[src/rtl/reorder_pkg.sv]
// Mode encoding and index-width helper for the reorder buffer.
package reorder_pkg;

  typedef enum logic [1:0] {MODE_SEQ, MODE_SWAP, MODE_REV, MODE_BITREV} reorder_mode_t;

  function automatic int idx_width(input int block);
    return (block > 1) ? $clog2(block) : 1;
  endfunction

endpackage

[src/rtl/reorder_addr_gen.sv]
// Combinational frame-index permutation (sequential, pair-swap, reverse, bit-reverse).
// Bit-reverse order exists only with REORDER_BITREV_EN; otherwise mode 3 reads sequentially.
module reorder_addr_gen
  import reorder_pkg::*;
#(
  parameter int BLOCK = 4,
  localparam int IW = idx_width(BLOCK)
) (
  input  logic [IW-1:0] idx,
  input  logic [1:0]    mode,
  output logic [IW-1:0] perm
);

  logic [IW-1:0] rev_bits;

`ifdef REORDER_BITREV_EN
  always_comb begin
    rev_bits = '0;
    for (int b = 0; b < IW; b++) rev_bits[b] = idx[IW-1-b];
  end
`else
  assign rev_bits = idx;
`endif

  // BLOCK is 2**IW, so BLOCK-1-idx is simply the bitwise complement.
  always_comb begin
    case (reorder_mode_t'(mode))
      MODE_SWAP:   perm = idx ^ IW'(1);
      MODE_REV:    perm = ~idx;
      MODE_BITREV: perm = rev_bits;
      default:     perm = idx;
    endcase
  end

endmodule

[src/rtl/reorder_buffer.sv]
// Multi-frame reorder buffer: in-order frame writes, permuted registered reads.
// Mode 3 is bit-reverse only when REORDER_BITREV_EN is defined, else sequential.
module reorder_buffer
  import reorder_pkg::*;
#(
  parameter int WIDTH      = 8,
  parameter int BLOCK      = 4,
  parameter int NUM_BLOCKS = 2
) (
  input  logic                            clk,
  input  logic                            reset,
  input  logic [WIDTH-1:0]                in_data,
  input  logic                            in_valid,
  output logic                            in_ready,
  input  logic [1:0]                      mode,
  output logic [WIDTH-1:0]                out_data,
  output logic                            out_valid,
  input  logic                            out_ready,
  output logic [$clog2(NUM_BLOCKS+1)-1:0] frames
);

  localparam int IW    = idx_width(BLOCK);
  localparam int FW    = idx_width(NUM_BLOCKS);
  localparam int CW    = $clog2(NUM_BLOCKS + 1);
  localparam int DEPTH = BLOCK * NUM_BLOCKS;

  logic [WIDTH-1:0] mem [DEPTH];
  logic [IW-1:0]    wr_idx, rd_idx, rd_perm;
  logic [FW-1:0]    wr_frame, rd_frame;
  logic [1:0]       mode_q, rd_mode;
  logic             wr_en, wr_last, fetch, rd_last;

  assign in_ready = frames < CW'(NUM_BLOCKS);
  assign wr_en    = in_valid && in_ready;
  assign wr_last  = wr_en && (wr_idx == IW'(BLOCK - 1));
  assign fetch    = (frames != '0) && (!out_valid || out_ready);
  assign rd_last  = fetch && (rd_idx == IW'(BLOCK - 1));
  // The first sample of a frame uses the live mode; the rest reuse the latched copy.
  assign rd_mode  = (rd_idx == '0) ? mode : mode_q;

  reorder_addr_gen #(.BLOCK(BLOCK)) u_addr_gen (
    .idx  (rd_idx),
    .mode (rd_mode),
    .perm (rd_perm)
  );

  // BLOCK is a power of two, so frame*BLOCK+idx is a plain concatenation.
  always_ff @(posedge clk) begin
    if (wr_en) mem[{wr_frame, wr_idx}] <= in_data;
  end

  always_ff @(posedge clk or posedge reset) begin
    if (reset) begin
      wr_idx    <= '0;
      wr_frame  <= '0;
      rd_idx    <= '0;
      rd_frame  <= '0;
      mode_q    <= '0;
      frames    <= '0;
      out_valid <= 1'b0;
      out_data  <= '0;
    end else begin
      if (wr_en) begin
        wr_idx <= wr_idx + 1'b1;
        if (wr_last) wr_frame <= (wr_frame == FW'(NUM_BLOCKS - 1)) ? '0 : wr_frame + 1'b1;
      end
      if (fetch) begin
        out_data  <= mem[{rd_frame, rd_perm}];
        out_valid <= 1'b1;
        rd_idx    <= rd_idx + 1'b1;
        if (rd_idx == '0) mode_q <= mode;
        if (rd_last) rd_frame <= (rd_frame == FW'(NUM_BLOCKS - 1)) ? '0 : rd_frame + 1'b1;
      end else if (out_ready) begin
        out_valid <= 1'b0;
      end
      if (wr_last && !rd_last)      frames <= frames + 1'b1;
      else if (rd_last && !wr_last) frames <= frames - 1'b1;
    end
  end

endmodule
[config.mk]
export PLATFORM = sky130hd
export DESIGN_NAME = reorder_buffer
export DESIGN_NICKNAME = d
export VERILOG_FILES = /design/src/rtl/reorder_pkg.sv /design/src/rtl/reorder_addr_gen.sv /design/src/rtl/reorder_buffer.sv
export SDC_FILE = /design/constraint.sdc
export NUM_CORES = 1
export LEC_CHECK = 0
export ABC_AREA = 1
export ABC_CLOCK_PERIOD_IN_PS = 2200
export CAP_MARGIN = 20
export CORE_UTILIZATION = 52
export DETAILED_ROUTE_END_ITERATION = 10
export GPL_TIMING_DRIVEN = 0
export PLACE_DENSITY = 0.75
export SETUP_SLACK_MARGIN = 0.4
export SLEW_MARGIN = 10
export SYNTH_ARGS = -nofsm -noshare
export SYNTH_HDL_FRONTEND = slang
export SYNTH_SLANG_ARGS = --single-unit
[constraint.sdc]
create_clock -name clk -period 2.2 [get_ports clk]
set_clock_uncertainty 0.05 [all_clocks]
set_input_delay 0.33 -clock clk [delete_from_list [all_inputs] [get_ports clk]]
set_output_delay 0.33 -clock clk [all_outputs]
set_load 0.02 [all_outputs]
==> impl_metrics.csv <==
group,metric,value,unit
status,status,"finished, violations left",
status,violations,"setup timing",
timing,hold_viol,0,
clock_tree,clkTransAtPathRegs,80,ps
worst_setup_path,critPathRequiredTime,2390,ps
synth,yosysUniqueCellTypes,22,
synth,syn-cell-area,3700,um^2
timing,worstMarginPinSlew,786,ps
worst_setup_path,r2r_start,"rd_idx[1]",
timing,setup_ws,-4.27,ps
global_route,grt_max_degree,20,
worst_setup_path,critPathKind,"reg -> reg",
synth,synth-seq-cells,83,
place,port_buffers,25,
finish,final_common_cell,"nand3_1",
routing,drtIter0Drc,241,
global_route,grt_usage,24.3,%
routing,wl_per_cell,17.2,um
worst_setup_path,setup.worst_path.start,"rd_idx[1]",
routing,ant_nets,0,
timing,setup_viol,1,
timing,slew_headroom,47.6,%
die,start_util,54.2,%
clock_tree,htree_levels,3,
worst_setup_path,cp-start-kind,"register",
timing,fin_crit,2200,ps
routing,dr.pass1.iters,5,
clock_tree,clk_latency,340,ps
finish,fill_cells,499,
finish,final_cell_mix,"nand3_1, nand2_1, edfxtp_1",
die,row_count,30,
synth,ys.warnings.count,0,
clock_tree,numCtsBuffers,9,
die,coreArea,6830,um^2
worst_setup_path,path_max_fanout,6,
finish,areaGrowthSynthToFinish,27.6,%
finish,multi_input_area,1190,um^2
finish,diodes,0,
timing,rsz0062_at_grt,"yes",
min_path,hp-class,"in -> async",
timing,maxSlewViolCount,0,
routing,postRouteWirelength,8.84,mm
place,place_worst_setup_slack,-199,ps
synth,synth_cells,365,
place,place_congestion,0.840,
die,ioPinCount,26,
clock_tree,ctsLongestPathBuffers,2,
worst_setup_path,crit_path_end_kind,"register",
finish,drive_above_1_share,19.6,%
timing,fin_hold_ws,383,ps
synth,syn_area_per_cell,10.1,um^2
global_route,grt_overflow,0,
routing,routed-via-count,2764,
place,dpl.hpwl,5.16,mm
timing,max_freq,0.454,GHz
clock_tree,clkSinkCount,83,
routing,viasPerCell,5.38,
clock_tree,clockRootBuffer,"clkbuf_8",
global_route,grt_pass1_vias,2563,
finish,final_nets,433,
synth,ys_seq_area_share,64.8,%
finish,register_area,2400,um^2
routing,drc,0,
worst_setup_path,cp.arrival,2390,ps
job,maxCapViolCount,0,
die,die_h,86.4,um
synth,synth_nets,385,
clock_tree,cts_tree,"built",
die,fp.dieW,86.4,um
global_route,grt_pass1_wl,12.9,mm
timing,fin_crit_sh,100,%
global_route,antenna_found_initial,0,
die,die_area,7460,um^2
-- per-layer routing --
| layer | track usage (%) | vias to the layer above | wire length [um] |
|---|---|---|---|
| li1 | - | 1280 | - |
| met1 | 31.3 | 1306 | 3440 |
| met2 | 38.7 | 146 | 4270 |
| met3 | 4.76 | 32 | 776 |
| met4 | 14.2 | 0 | 358 |
| met5 | 0 | - | 0 |
-- cell families after synthesis --
group / Yosys count / synth area share (%)
xor+xnor: 5 / 1.18
simple gates: 180 / 21.4
flops: 83 / 64.8
buf+inv: 80 / 8.96
compound gates: 11 / 1.69
fa+ha+maj: 6 / 2.03
-- area by class of cell --
class	count	area share, %
Sequential cell	83	50.8
Multi-Input combinational cell	202	25.2
Timing Repair Buffer	37	8.42
Inverter	66	5.24
Buffer	14	3.23
Clock buffer	11	2.99
Tap cell	96	2.54
Clock inverter	5	1.62
-- cell usage after synthesis --
cell type,instances,area [um^2]
nor2_1,15,56.3
edfxtp_1,64,1920
o21ai_0,7,35.0
nand2_1,80,300
dfrtp_1,19,475
clkbuf_1,2,7.51
nand2_2,2,12.5
ha_1,6,75.1
xnor2_1,1,8.76
inv_2,1,3.75
buf_2,7,35.0
a21oi_2,1,8.76
nor2_4,1,11.3
nand3_1,81,405
xor2_1,4,35.0
or2_2,1,6.26
a21oi_1,2,10.0
buf_6,1,11.3
buf_4,4,30.0
clkinv_1,1,3.75
o21ai_2,1,8.76
inv_1,64,240
-- stage by stage --
stage / TNS (ps) / utilization, % / cells / area (um^2)
5_1_grt: -405 / 69.2 / 514 / 4720
2_1_floorplan: 0 / - / 365 / 3800
4_1_cts: 0 / 65.6 / 506 / 4480
3_5_place_dp: -1410 / 61.0 / 486 / 4170
6_report: -4.27 / 69.2 / 514 / 4720
3_3_place_gp: -871 / 61.0 / 486 / 4170
-- state kept, by name, summed over array words and instances, names as in the netlist --
register / flops
mode_q: 2
frames: 2
wr_frame: 1
wr_idx: 2
mem: 64
rd_frame: 1
out_data: 8
out_valid: 1
rd_idx: 2
-- final timing paths --
path                                to  slack, ps  cells past startpoint
max                        out_data[2]         -4                     17
min                          frames[1]        380                      2
max reg2reg                out_data[2]         -4                     17
min reg2reg                out_data[1]        440                      2
max in group asynchronous    rd_idx[0]       1180                      2
min in group clk           out_data[1]        440                      2
-- timing repair --
action                                  4_1_cts  5_1_grt
resized for setup                            18       36
buffers inserted                              4        7
hold buffers                                  0        0
endpoints found under the setup margin       57       49
pin swaps                                     3       15
gates cloned                                  0        1
-- critical path, cell delays in order (launching register included) --
cell and delay [ps]:
dfrtp_1 410, inv_2 90, ha_4 210, nand2_4 70
o21ai_4 90, inv_2 70, ha_4 170, inv_2 50
nand2_2 60, nand2_4 140, nand2_8 100, buf_8 150
nand2_1 50, nand2_1 60, nand2_1 60, nand3_1 100
nand3_1 120, nand2_1 60
Power is not shown: default switching activity piles up to over one toggle a cycle in this logic, so the estimate is an artifact.
